<file path="src/rtl/vc_input_unit.sv">
// vc_input_unit: router input port with NUM_VC virtual channels.
// Each VC owns a flit FIFO and a packet state machine. Head flits are
// XY-routed, the VC then requests the switch allocator, and each granted
// flit is forwarded one cycle later together with a credit for its VC.
//
// State table (per VC):
//   state      | meaning
//   VC_IDLE    | no packet open; waits for a head at the FIFO front
//   VC_ROUTING | one cycle: XY route of the front head is computed and latched
//   VC_ACTIVE  | packet open; requests the switch while the FIFO holds flits
//
// Ports:
//   clk, reset        clock, synchronous active-high reset
//   i_flit_valid/flit incoming flit {type[1:0], vc id, payload}
//   o_credit_valid/vc one credit per dequeued flit, registered
//   o_sw_req          per-VC switch request
//   o_sw_port         per-VC latched one-hot port {L,W,S,E,N}, 5 bits per VC
//   i_sw_grant        one-hot grant, same cycle as the request
//   o_flit_valid/flit forwarded flit, registered
//   o_vc_busy         VC not idle
//   o_err             sticky protocol error
module vc_input_unit #(
  parameter int NUM_VC    = 4,
  parameter int BUF_DEPTH = 8,
  parameter int FLIT_W    = 34,
  parameter int CW        = 4,
  parameter int X_COORD   = 0,
  parameter int Y_COORD   = 0
) (
  input  logic                      clk,
  input  logic                      reset,
  input  logic                      i_flit_valid,
  input  logic [FLIT_W-1:0]         i_flit,
  output logic                      o_credit_valid,
  output logic [$clog2(NUM_VC)-1:0] o_credit_vc,
  output logic [NUM_VC-1:0]         o_sw_req,
  output logic [5*NUM_VC-1:0]       o_sw_port,
  input  logic [NUM_VC-1:0]         i_sw_grant,
  output logic                      o_flit_valid,
  output logic [FLIT_W-1:0]         o_flit,
  output logic [NUM_VC-1:0]         o_vc_busy,
  output logic                      o_err
);

  localparam int VCW     = $clog2(NUM_VC);
  localparam int AW      = $clog2(BUF_DEPTH);
  localparam int CNTW    = AW + 1;
  localparam int TYPE_HI = FLIT_W - 1;
  localparam int VC_HI   = FLIT_W - 3;
  localparam int VC_LO   = FLIT_W - 2 - VCW;
  localparam logic [CNTW-1:0] FULL_CNT = CNTW'(BUF_DEPTH);
  localparam logic [CW-1:0]   MY_X     = CW'(X_COORD);
  localparam logic [CW-1:0]   MY_Y     = CW'(Y_COORD);

  typedef enum logic [1:0] {
    VC_IDLE    = 2'd0,
    VC_ROUTING = 2'd1,
    VC_ACTIVE  = 2'd2
  } vc_state_e;

  logic [FLIT_W-1:0] mem [NUM_VC][BUF_DEPTH];
  logic [AW-1:0]     rd_ptr [NUM_VC];
  logic [AW-1:0]     wr_ptr [NUM_VC];
  logic [CNTW-1:0]   count  [NUM_VC];
  vc_state_e         state_q   [NUM_VC];
  vc_state_e         state_nxt [NUM_VC];
  logic [4:0]        port_q    [NUM_VC];
  logic [4:0]        port_nxt  [NUM_VC];
  logic [FLIT_W-1:0] front     [NUM_VC];

  logic [NUM_VC-1:0] req;
  logic [NUM_VC-1:0] wr_hit;
  logic [NUM_VC-1:0] deq_hit;
  logic [VCW-1:0]    wr_vc;
  logic              wr_ok;
  logic              drop;
  logic              grant_multi;
  logic              pop_en;
  logic [VCW-1:0]    pop_vc;
  logic              disc_any;
  logic [VCW-1:0]    disc_vc;
  logic              deq_en;
  logic [VCW-1:0]    deq_vc;
  logic [FLIT_W-1:0] pop_flit;

  // Port encoding {L,W,S,E,N}: X is resolved before Y.
  function automatic logic [4:0] xy_route(input logic [CW-1:0] dx,
                                          input logic [CW-1:0] dy);
    logic [4:0] p;
    if (dx > MY_X)      p = 5'b00010;
    else if (dx < MY_X) p = 5'b01000;
    else if (dy > MY_Y) p = 5'b00001;
    else if (dy < MY_Y) p = 5'b00100;
    else                p = 5'b10000;
    return p;
  endfunction

  assign wr_vc = i_flit[VC_HI:VC_LO];

  always_comb begin
    for (int v = 0; v < NUM_VC; v++) begin
      front[v]              = mem[v][rd_ptr[v]];
      req[v]                = (state_q[v] == VC_ACTIVE) && (count[v] != '0);
      o_sw_req[v]           = req[v];
      o_sw_port[5*v +: 5]   = port_q[v];
      o_vc_busy[v]          = (state_q[v] != VC_IDLE);
    end
  end

  // Grant legality is judged on the raw grant vector; a multi-bit grant
  // blocks the pop even if only one of the granted VCs is requesting.
  always_comb begin
    grant_multi = (i_sw_grant & (i_sw_grant - NUM_VC'(1))) != '0;
    pop_en   = 1'b0;
    pop_vc   = '0;
    disc_any = 1'b0;
    disc_vc  = '0;
    for (int v = NUM_VC - 1; v >= 0; v--) begin
      if (!grant_multi && i_sw_grant[v] && req[v]) begin
        pop_en = 1'b1;
        pop_vc = VCW'(v);
      end
      // Stray BODY/TAIL at the front of an idle VC; lowest VC wins.
      if (state_q[v] == VC_IDLE && count[v] != '0 && !front[v][TYPE_HI-1]) begin
        disc_any = 1'b1;
        disc_vc  = VCW'(v);
      end
    end
    pop_flit = front[pop_vc];
    deq_en   = pop_en || disc_any;
    deq_vc   = pop_en ? pop_vc : disc_vc;
    // A full FIFO still accepts a write when the same VC dequeues this cycle.
    wr_ok    = i_flit_valid &&
               ((count[wr_vc] != FULL_CNT) || (deq_en && deq_vc == wr_vc));
    drop     = i_flit_valid && !wr_ok;
    for (int v = 0; v < NUM_VC; v++) begin
      wr_hit[v]  = wr_ok && (wr_vc == VCW'(v));
      deq_hit[v] = deq_en && (deq_vc == VCW'(v));
    end
  end

  // An empty idle VC looks at the incoming flit so a head starts routing
  // on the same edge that writes it.
  always_comb begin
    for (int v = 0; v < NUM_VC; v++) begin
      state_nxt[v] = state_q[v];
      port_nxt[v]  = port_q[v];
      case (state_q[v])
        VC_IDLE: begin
          if (count[v] != '0) begin
            if (front[v][TYPE_HI-1]) state_nxt[v] = VC_ROUTING;
          end else if (wr_hit[v] && i_flit[TYPE_HI-1]) begin
            state_nxt[v] = VC_ROUTING;
          end
        end
        VC_ROUTING: begin
          port_nxt[v]  = xy_route(front[v][2*CW-1:CW], front[v][CW-1:0]);
          state_nxt[v] = VC_ACTIVE;
        end
        VC_ACTIVE: begin
          if (pop_en && pop_vc == VCW'(v) && front[v][TYPE_HI]) begin
            state_nxt[v] = VC_IDLE;
            port_nxt[v]  = 5'b00000;
          end
        end
        default: begin
          state_nxt[v] = VC_IDLE;
          port_nxt[v]  = 5'b00000;
        end
      endcase
    end
  end

  always_ff @(posedge clk) begin
    if (wr_ok) mem[wr_vc][wr_ptr[wr_vc]] <= i_flit;
  end

  always_ff @(posedge clk) begin
    if (reset) begin
      for (int v = 0; v < NUM_VC; v++) begin
        state_q[v] <= VC_IDLE;
        port_q[v]  <= 5'b00000;
        count[v]   <= '0;
        rd_ptr[v]  <= '0;
        wr_ptr[v]  <= '0;
      end
      o_flit_valid   <= 1'b0;
      o_flit         <= '0;
      o_credit_valid <= 1'b0;
      o_credit_vc    <= '0;
      o_err          <= 1'b0;
    end else begin
      for (int v = 0; v < NUM_VC; v++) begin
        state_q[v] <= state_nxt[v];
        port_q[v]  <= port_nxt[v];
        if (wr_hit[v])  wr_ptr[v] <= wr_ptr[v] + AW'(1);
        if (deq_hit[v]) rd_ptr[v] <= rd_ptr[v] + AW'(1);
        if (wr_hit[v] && !deq_hit[v])      count[v] <= count[v] + CNTW'(1);
        else if (!wr_hit[v] && deq_hit[v]) count[v] <= count[v] - CNTW'(1);
      end
      o_flit_valid   <= pop_en;
      o_flit         <= pop_en ? pop_flit : '0;
      o_credit_valid <= deq_en;
      o_credit_vc    <= deq_en ? deq_vc : '0;
      if (drop || grant_multi || disc_any) o_err <= 1'b1;
    end
  end

endmodule

</file>
<file path="config.mk">
export PLATFORM = sky130hd
export DESIGN_NAME = vc_input_unit
export DESIGN_NICKNAME = d
export VERILOG_FILES = /design/src/rtl/vc_input_unit.sv
export SDC_FILE = /design/constraint.sdc
export NUM_CORES = 1
export LEC_CHECK = 0
export CAP_MARGIN = 0
export CORE_MARGIN = 5
export CORE_UTILIZATION = 40
export DETAILED_ROUTE_END_ITERATION = 10
export PLACE_DENSITY = 0.62
export SETUP_SLACK_MARGIN = 0.2
export SYNTH_ARGS = -nofsm -noshare
export SYNTH_HDL_FRONTEND = slang
export SYNTH_SLANG_ARGS = --single-unit
</file>
<file path="constraint.sdc">
create_clock -name clk -period 6.6 [get_ports clk]
set_clock_uncertainty 0.1 [all_clocks]
set_input_delay 0.99 -clock clk [delete_from_list [all_inputs] [get_ports clk]]
set_output_delay 0.99 -clock clk [all_outputs]
set_load 0.01 [all_outputs]
</file>
==> results by group, run 1 <==
Floorplanning
  – Initial core utilization: 40.1%
  – Die area: 0.123 sq mm
  – CORE AREA: 0.116 sq mm
  – Num ports: 108
  – Die X: 350 um
  – Die Y: 350 um
  – Core Rows: 125

Synth
  – Seq/Total Area, Yosys: 75.6%
  – Post-synth ARST share: 0%
  – Ys flop type: edfxtp_1
  – Ys Warns: 0
  – Mapped Avg Cell Area: 20.5 sq um
  – Distinct cells, synth: 76
  – Synth Cell Area: 0.0464 sq mm
  – Post-synthesis register bit count: 1,187
  – Number of synthesized flops with an enable pin: 1,128
  – Post-Synthesis Cells: 2,260

Critical path
  – Crit path cell chain: inv_1 > ha_1 > nor3b_1 > buf_4 > or4b_1 > a211o_1 > o41ai_4 > a21oi_2 > o31ai_4 > buf_4 > nand4_2 > nor2_4 > buf_4
  – Critical Path Stages: 13
  – Cell mode on critical path: buf_4
  – Critical path fanouts, max: 22
  – CP delay by family, top: simple AND/OR/NAND/NOR gates
  – Register-to-register setup slack: 1390 ps
  – Worst setup path class: reg2reg
  – Critical Path RT: 6900 ps
  – WP data arrival: 5510 ps
  – R2r endpoint: mem[2][270]$_DFFE_PP_
  – Worst path max stage delay: 930 ps
  – Worst r2r src: count[3][0]$_DFFE_PP_
  – Startpoint types: flop
  – R2R depth: 13
  – CP endpoint: mem[2][270]$_DFFE_PP_
  – Worst Path Buf+Inv: 4
  – CP Capture Type: flop
  – Crit. Startpoint: count[3][0]$_DFFE_PP_
  – Slowest-stage cell, CP: nor2_4

GRT
  – Initial antenna violation count: 5
  – First-pass GRT wire length: 167,000 um
  – GRT overflow: 0
  – Number of global-route vias before repair: 23,727
  – Pin count of the biggest net entering global routing: 68
  – GRT Total Usage: 18.7%

STA
  – TNS Setup: 0 ps
  – Max-slew violations: 0
  – Actual slew at the worst max-slew pin: 1260 ps
  – Final WS setup: 1390 ps
  – Final min period: 5210 ps
  – Fin crit share: 79.0%
  – Hold Vio Cnt, Final: 0
  – RSZ-0062 raised after global routing: false
  – Max Fclk: 192 MHz
  – Slew margin rel.: 15.8%
  – Setup violators final: 0

Clocking
  – CTS root buf: clkbuf_16
  – Clock Latency Late Sink: 700 ps
  – CTS Hold Buffers Added: 0
  – Num CTS Buffers: 117
  – Clock Tree Buf Depth: 3
  – Clock sinks: 1,187
  – PostCTS Resize Cnt: 0
  – CTS H-tree depth: 3
  – CTS clk-pin slew, worst paths: 60 ps
  – Setup bufs post-CTS: 0
  – CTS tree: built

Power
  – Power share of the sequential group: 42.2%
  – Clk network pwr share: 32.2%
  – Internal power: 14.5 mW
  – Combinational share of power: 25.6%
  – Sw frac: 29.4%
  – Switch Pwr: 6.05 mW
  – Peak supply drop: 216 uV
  – Power Density: 382 mW/mm^2
  – Leak Pwr: 16.8 nW

Flow run
  – Max_cap viols: 0

Placed design
  – RePlAce Congestion: 0.831
  – Buffers on Ports: 99
  – Pre-CTS WS: 835 ps
  – Dpl cells: 3,863
  – Dpl hpwl: 71,900 um
  – Area after DPL: 0.0499 sq mm

Cells and area
  – Layout area overhead: 15.9%
  – Final Core Density: 46.5%
  – Fraction of layout cells with a size suffix above 1: 24.7%
  – Fin cells: 4,086
  – Layout net count: 2,518
  – Final instance area: 0.0538 sq mm

Drt
  – DRC viols: 0
  – Routed len/inst: 28.1 um
  – Vias after detailed routing: 23,214
  – Antenna-violating nets left: 0
  – Drt via density: 5.68
  – Iteration-0 DRC Markers: 2,677
  – Drt pass-1 iters: 5
  – Final Routed Wirelength: 115,000 um

Status
  – Status: finished, final reports clean

Hold path
  – Hold Crit Class: reg2reg
[flip-flops by register name (all words and copies together) (netlist names), 2 cells and up]
signal       cells
o_flit          34
rd_ptr          12
wr_ptr          12
count           16
mem           1088
port_q          12
o_credit_vc      2
state_q          8
[layer usage]
layer | track usage, % | up-vias | share of wire, % | wire, um
li1 | - | 9753 | - | -
met1 | 27.5 | 12328 | 43 | 50000
met2 | 29.2 | 979 | 46 | 53300
met3 | 3.64 | 154 | 8.3 | 9500
met4 | 4.28 | 0 | 1.9 | 2230
met5 | 0 | - | 0 | 0
[cell usage after synthesis (all sizes together), types with 16 or more instances]
library cell	n	area [sq um]
mux2	30	338
o22ai	26	163
ha	16	200
a21oi	69	349
clkbuf	68	255
dfxtp	59	1180
mux2i	97	971
nor2b	31	194
nand2	37	139
mux4	272	6130
nor3	16	85.1
inv	21	78.8
edfxtp	1128	33900
a211oi	29	218
buf	56	288
nor2	118	443
o21ai	19	98.8
[power by group through the flow]
stage | clock network, mW | registers, mW | logic [mW]
CTS | 6.74 | 8.67 | 5.30
global placement | 0 | 8.81 | 5.24
global route | 7.05 | 8.69 | 5.61
detailed placement | 0 | 8.83 | 5.29
finish | 6.61 | 8.67 | 5.27
floorplan | 0 | 8.77 | 3.49
[layout make-up]
class,count,area (sq um)
well taps,1524,1910
fillers,9470,61800
repair buffers,196,1840
flip-flops and latches,1187,35100
inverters,22,82.6
multi-input cells,934,11000
clock inverters,72,661
clock buffers,148,3210
diodes,3,7.51
[cells by family after synthesis]
logic type | Yosys count | synth area share (%)
DFF | 1187 | 75.6
muxes | 399 | 16.0
and+or+nand+nor | 300 | 3.33
AOI/OAI and AO/OA | 193 | 2.82
buffers and inverters | 146 | 1.35
adders and majority gates | 20 | 0.583
xor gates and xnor gates | 14 | 0.264
other | 1 | 0.00809
[tightest hold or removal path, cell delays in order (launching register included)]
cell and delay (ps):
dfxtp_1 310, nand2_1 50, a21oi_1 60
[stage by stage]
stage	power, mW	hold slack [ps]
2_1_floorplan	12.3	376
3_3_place_gp	14.1	338
3_5_place_dp	14.1	368
4_1_cts	20.7	381
5_1_grt	21.4	406
6_report	20.6	373
[cell usage in the layout, fill, tap and decap left out, types with 22 or more instances in the layout]
cell             instances
o22ai_1                 26
edfxtp_1              1128
clkbuf_16              123
mux2_2                  28
mux2i_1                 97
nor2_4                  32
nor2b_1                 31
nor2_1                  86
buf_4                   85
clkinv_1                25
mux4_2                 272
a21oi_1                 68
a211oi_1                28
dfxtp_1                 59
clkinv_2                22
nand2_1                 37
clkdlybuf4s50_1         94
[worst min-delay path by stage]
stage | startpoint | to | slack [ps] | depth (start not counted)
final | port_q[3][0]$_SDFFE_PP0P_ | port_q[3][0]$_SDFFE_PP0P_ | 370 | 2
after global routing | port_q[1][4]$_SDFFE_PP0P_ | port_q[1][4]$_SDFFE_PP0P_ | 410 | 2
after CTS | port_q[3][0]$_SDFFE_PP0P_ | port_q[3][0]$_SDFFE_PP0P_ | 380 | 2
after detailed placement | port_q[1][4]$_SDFFE_PP0P_ | port_q[1][4]$_SDFFE_PP0P_ | 370 | 2
after global placement | port_q[1][4]$_SDFFE_PP0P_ | port_q[1][4]$_SDFFE_PP0P_ | 340 | 2
after floorplan | port_q[1][4]$_SDFFE_PP0P_ | port_q[1][4]$_SDFFE_PP0P_ | 380 | 2
Note: power is estimated with default switching activity, not from simulation.
==> inputs of run 2 (changes only) <==
==> constraint.sdc (replaced) <==
create_clock -name clk -period 5.4 [get_ports clk]
set_clock_uncertainty 0.1 [all_clocks]
set_input_delay 0.81 -clock clk [delete_from_list [all_inputs] [get_ports clk]]
set_output_delay 0.81 -clock clk [all_outputs]
set_load 0.01 [all_outputs]
==> results by group, run 2 (synthesis results as in run 1) <==
Critical path
  – Critical Path RT: 5840 ps (-1060 ps)
  – Worst setup path class: reg2reg
  – Critical path fanouts, max: 12 (-45%)
  – WP data arrival: 4980 ps (-530 ps)
  – Startpoint types: flop
  – CP Capture Type: flop

Clocking
  – CTS clk-pin slew, worst paths: 60 ps (about the same)
  – CTS Hold Buffers Added: 0 (unchanged)
  – Clock sinks: 1,187 (unchanged)
  – Clock Latency Late Sink: 720 ps (+20 ps)
  – PostCTS Resize Cnt: 0 (unchanged)
  – Setup bufs post-CTS: 0 (unchanged)
  – Clock Tree Buf Depth: 3 (unchanged)
  – CTS H-tree depth: 3 (unchanged)
  – CTS tree: built
  – Num CTS Buffers: 119 (+1.7%)
  – CTS root buf: clkbuf_16

Floorplanning
  – Die Y: 350 um (unchanged)
  – Num ports: 108 (unchanged)
  – Initial core utilization: 40.1% (unchanged)
  – CORE AREA: 0.116 sq mm (unchanged)
  – Die X: 350 um (unchanged)
  – Die area: 0.123 sq mm (unchanged)
  – Core Rows: 125 (unchanged)

GRT
  – GRT overflow: 0 (unchanged)
  – Pin count of the biggest net entering global routing: 59 (-13%)
  – Number of global-route vias before repair: 24,021 (+1.2%)
  – Initial antenna violation count: 7 (+2)
  – First-pass GRT wire length: 166,000 um (-0.82%)
  – GRT Total Usage: 18.5% (-0.17 points)

Cells and area
  – Layout area overhead: 16.7%
  – Commonest non-fill, non-tap cells in the layout: edfxtp_1 (1,128), mux4_2 (272), buf_4 (134)
  – Number of flip-flops in the largest register: 1,088 (unchanged)
  – Layout net count: 2,562 (+1.7%)
  – Fraction of layout cells with a size suffix above 1: 25.9% (+1.2 points)
  – Final Core Density: 46.8% (+0.31 points)
  – Commonest non-fill, non-tap cell in the layout: edfxtp_1

Drt
  – Final Routed Wirelength: 115,000 um (-0.26%)
  – DRC viols: 0 (unchanged)
  – Vias after detailed routing: 23,327 (+0.49%)
  – Drt pass-1 iters: 6 (+1)
  – Iteration-0 DRC Markers: 2,563 (-4.3%)
  – Antenna-violating nets left: 0 (unchanged)
  – Routed len/inst: 27.7 um (-1.4%)
  – Drt via density: 5.64 (-0.70%)

Power
  – Power Density: 467 mW/mm^2 (+22%)
  – Switch Pwr: 7.42 mW (+23%)
  – Leak Pwr: 17.0 nW (+1.4%)
  – Internal power: 17.8 mW (+23%)
  – Power share of the sequential group: 41.9% (-0.3 points)
  – Clk network pwr share: 32.6% (+0.4 points)
  – Peak supply drop: 293 uV (+36%)
  – Combinational share of power: 25.5% (about the same)
  – Sw frac: 29.4% (-0.039 points)

Placed design
  – Buffers on Ports: 99 (unchanged)
  – RePlAce Congestion: 0.812 (-2.2%)
  – Dpl hpwl: 71,400 um (-0.66%)

Hold path
  – Hold Crit Class: reg2reg

Flow run
  – Max_cap viols: 0 (unchanged)

STA
  – TNS Setup: 0 ps (unchanged)
  – Max Fclk: 220 MHz (+15%)
  – Setup violators final: 0 (unchanged)
  – Slew margin rel.: 14.9% (-0.86 points)
  – Final min period: 4550 ps (-665 ps)
  – Max-slew violations: 0 (unchanged)
  – Fin crit share: 84.2% (+5.2 points)
  – Actual slew at the worst max-slew pin: 1270 ps (+12.9 ps)
  – Hold Vio Cnt, Final: 0 (unchanged)
  – RSZ-0062 raised after global routing: false

Status
  – Status: finished, final reports clean
[run 2: changes by cell type in the layout (fill, tap and decap cells not counted), moves of 2 or more]
cell	previous run	this run
clkdlybuf4s50_1	94	96
clkinvlp_4	7	9
buf_4	85	134
buf_12	12	5
clkbuf_16	123	125
clkinv_2	22	20
clkbuf_4	2	0
clkinv_16	2	4
buf_2	5	3
[run 2: path summary, 6_finish.rpt]
kind,slack [ps],to,start,cells past startpoint
hold reg to reg,370,port_q[1][4]$_SDFFE_PP0P_,port_q[1][4]$_SDFFE_PP0P_,2
hold / removal,370,port_q[1][4]$_SDFFE_PP0P_,port_q[1][4]$_SDFFE_PP0P_,2
setup / recovery,850,count[0][3]$_SDFFCE_PN0P_,count[3][0]$_DFFE_PP_,17
setup reg to reg,850,count[0][3]$_SDFFCE_PN0P_,count[3][0]$_DFFE_PP_,17
[run 2: final cells by class]
| cell class | instances | area, sq um |
|---|---|---|
| fill | 9427 | 61500 |
| sequential | 1187 | 35100 |
| multi-input combinational | 934 | 11000 |
| clock buffer | 149 | 3250 |
| timing repair buffer | 238 | 2080 |
| tap | 1524 | 1910 |
| clock inverter | 77 | 746 |
| inverter | 22 | 82.6 |
| antenna | 4 | 10.0 |
[run 2: per-layer routing]
layer,up-vias,global-route usage [%],wire [um]
met5,-,0,19
met2,992,29.9,55300
met3,168,5.53,10900
met4,2,5.04,2670
li1,9831,-,-
met1,12334,24.8,45800
[run 2: worst max-delay path, cell delays in order, from the launching register on]
cell      delay, ps
edfxtp_1        410
inv_1            70
ha_1            210
nor3b_1         140
buf_4           160
or4b_1          590
a211o_1         470
o311a_1         210
a21oi_2         300
o31ai_4         130
buf_4           230
a31oi_1         320
ha_1            290
a21o_1          170
a21oi_1         180
xor2_1          210
nand3_1         100
o31ai_1          80
[run 2: metrics by stage]
step | total power, mW | instances | hold WS [ps] | cell area [sq um] | worst slack, ps
after CTS | 25.5 | 4131 | 370 | 54100 | 926
after global placement | 17.2 | 3905 | 340 | 50100 | 574
after floorplan | 15.0 | 2267 | 376 | 46400 | 642
after detailed placement | 17.2 | 3905 | 356 | 50100 | 517
after global routing | 26.3 | 4131 | 403 | 54100 | 652
final | 25.3 | 4135 | 367 | 54100 | 853
[run 2: power groups by stage]
stage               clock (mW)  sequential (mW)  combinational (mW)
finish                    8.25             10.6                6.43
detailed placement           0             10.8                6.46
CTS                       8.40             10.6                6.48
floorplan                    0             10.7                4.27
global placement             0             10.8                6.39
global route              8.79             10.6                6.86
==> inputs of run 3 (changes only) <==
==> constraint.sdc (replaced) <==
create_clock -name clk -period 4.3 [get_ports clk]
set_clock_uncertainty 0.1 [all_clocks]
set_input_delay 0.645 -clock clk [delete_from_list [all_inputs] [get_ports clk]]
set_output_delay 0.645 -clock clk [all_outputs]
set_load 0.01 [all_outputs]
==> results by group, run 3 (synthesis results as in run 1) <==
Cells and area
  – Layout area overhead: 18.9%
  – Sequential cell area: 0.0351 sq mm (unchanged)
  – Commonest non-fill, non-tap cells in the layout: edfxtp_1 (1,128), mux4_2 (272), buf_4 (148)
  – # fillers: 9,324 (-1.1%)
  – Number of flip-flops in the largest register: 1,088 (unchanged)
  – # diodes: 0 (-4)
  – Area of the multi-input gates: 0.0111 sq mm (+0.64%)
  – Commonest non-fill, non-tap cell in the layout: edfxtp_1
  – Fraction of layout cells with a size suffix above 1: 27.6% (+1.6 points)
  – Layout net count: 2,627 (+2.5%)

STA
  – Slew margin rel.: 18.0% (+3.1 points)
  – Fin crit share: 93.2% (+9.0 points)
  – TNS Setup: 0 ps (unchanged)
  – Max Fclk: 250 MHz (+14%)
  – Max-slew violations: 0 (unchanged)
  – Hold Vio Cnt, Final: 0 (unchanged)
  – Setup violators final: 0 (unchanged)
  – RSZ-0062 raised after global routing: true
  – Final min period: 4010 ps (-541 ps)
  – Actual slew at the worst max-slew pin: 1230 ps (-45.6 ps)

GRT
  – First-pass GRT wire length: 171,000 um (+2.9%)
  – GRT Total Usage: 19.1% (+0.61 points)
  – Pin count of the biggest net entering global routing: 68 (+15%)
  – GRT overflow: 0 (unchanged)
  – Number of global-route vias before repair: 24,191 (+0.71%)
  – Initial antenna violation count: 4 (-3)

Flow run
  – Max_cap viols: 0 (unchanged)

Clocking
  – CTS clk-pin slew, worst paths: 60 ps (about the same)
  – CTS Hold Buffers Added: 0 (unchanged)
  – CTS H-tree depth: 3 (unchanged)
  – Clock Latency Late Sink: 710 ps (about the same)
  – CTS tree: built
  – CTS root buf: clkbuf_16
  – Clock sinks: 1,187 (unchanged)
  – Num CTS Buffers: 120 (+0.84%)
  – Clock Tree Buf Depth: 3 (unchanged)

Drt
  – Routed len/inst: 28.1 um (+1.4%)
  – Iteration-0 DRC Markers: 2,430 (-5.2%)
  – Antenna-violating nets left: 0 (unchanged)
  – Drt via density: 5.64 (about the same)
  – Vias after detailed routing: 23,657 (+1.4%)
  – Drt pass-1 iters: 8 (+2)
  – Final Routed Wirelength: 118,000 um (+2.9%)
  – DRC viols: 0 (unchanged)

Hold path
  – Hold Crit Class: reg2reg
  – Hold Path Stages: 2 (unchanged)

Critical path
  – WP data arrival: 4450 ps (-530 ps)
  – Critical path fanouts, max: 8 (-4)
  – Worst setup path class: reg2reg
  – Critical Path RT: 4740 ps (-1100 ps)
  – Startpoint types: flop
  – Register-to-register setup slack: 290 ps (-560 ps)
  – R2R depth: 14 (-3)
  – CP Capture Type: flop

Floorplanning
  – Die area: 0.123 sq mm (unchanged)
  – Die X: 350 um (unchanged)
  – Num ports: 108 (unchanged)
  – Die Y: 350 um (unchanged)
  – Core Rows: 125 (unchanged)
  – CORE AREA: 0.116 sq mm (unchanged)
  – Initial core utilization: 40.1% (unchanged)

Placed design
  – Buffers on Ports: 99 (unchanged)
  – Dpl hpwl: 73,800 um (+3.4%)
  – RePlAce Congestion: 0.868 (+6.9%)

Status
  – Status: finished, final reports clean

Power
  – Pwr Total: 32.1 mW (+27%)
  – Leak Pwr: 17.4 nW (+2.4%)
  – Peak supply drop: 338 uV (+15%)
  – Power Density: 582 mW/mm^2 (+25%)
==> run 3: changes by cell type in the layout (fill, tap and decap cells not counted), moves of 4 or more <==
cell / previous run / this run
clkbuf_1: 21 / 35
clkbuf_16: 125 / 120
clkinv_2: 20 / 12
buf_4: 134 / 148
clkbuf_8: 3 / 10
buf_12: 5 / 51
diode_2: 4 / 0
==> run 3: power by group <==
group	total, mW	internal (mW)	switching (mW)
logic	8.68	3.82	4.86
registers	13.3	13.1	0.207
clock network	10.1	5.80	4.33
total	32.1	22.7	9.40
==> run 3: final cells by class <==
cell class | instances | area share [%]
inverters | 22 | 0.150
well taps | 1524 | 3.46
clock buffers | 164 | 5.91
flip-flops and latches | 1187 | 63.6
repair buffers | 302 | 5.72
clock inverters | 60 | 1.10
multi-input cells | 934 | 20.1
==> run 3: what timing repair did <==
action | CTS | global route
setup buffers | 2 | 5
hold endpoints to repair | 0 | 0
gates resized for setup | 6 | 14
endpoints found under the setup margin | 3 | 457
pin swaps | 0 | 3
==> run 3: worst paths after layout <==
check                         endpoint                       start
min          port_q[0][0]$_SDFFE_PP0P_   port_q[0][0]$_SDFFE_PP0P_
min reg2reg  port_q[0][0]$_SDFFE_PP0P_   port_q[0][0]$_SDFFE_PP0P_
max reg2reg  count[2][3]$_SDFFCE_PN0P_  rd_ptr[2][0]$_SDFFCE_PN0P_
max          count[2][3]$_SDFFCE_PN0P_  rd_ptr[2][0]$_SDFFCE_PN0P_
==> run 3: critical path, cell delays in order (launching register included) <==
cell	delay (ps)
edfxtp_1	510
mux2_2	380
mux4_2	570
a2bb2oi_2	220
o41ai_4	270
a21oi_2	130
o31ai_4	280
nor2b_4	200
nor3_2	50
ha_1	290
a21o_1	190
a21oi_2	140
xnor2_1	80
or3_1	300
mux2i_1	120
==> run 3: per-stage QoR <==
step / area [sq um] / setup slack (ps) / cells / hold slack [ps] / utilization, %
after floorplan: 46500 / 0.764 / 2267 / 376 / -
after global placement: 51100 / -130 / 3962 / 340 / 44.2
after detailed placement: 51100 / -73.9 / 3962 / 360 / 44.2
after CTS: 55000 / 163 / 4188 / 369 / 47.6
after global routing: 55100 / 122 / 4193 / 402 / 47.7
final: 55100 / 294 / 4193 / 363 / 47.7
==> run 3: metal layers <==
metal | track usage, % | up-vias | share of wire [%]
met5 | 0 | - | 0
met4 | 3.83 | 0 | 1.5
met3 | 3.00 | 126 | 7.6
met2 | 30.9 | 926 | 48
met1 | 28.0 | 12644 | 43
li1 | - | 9961 | -
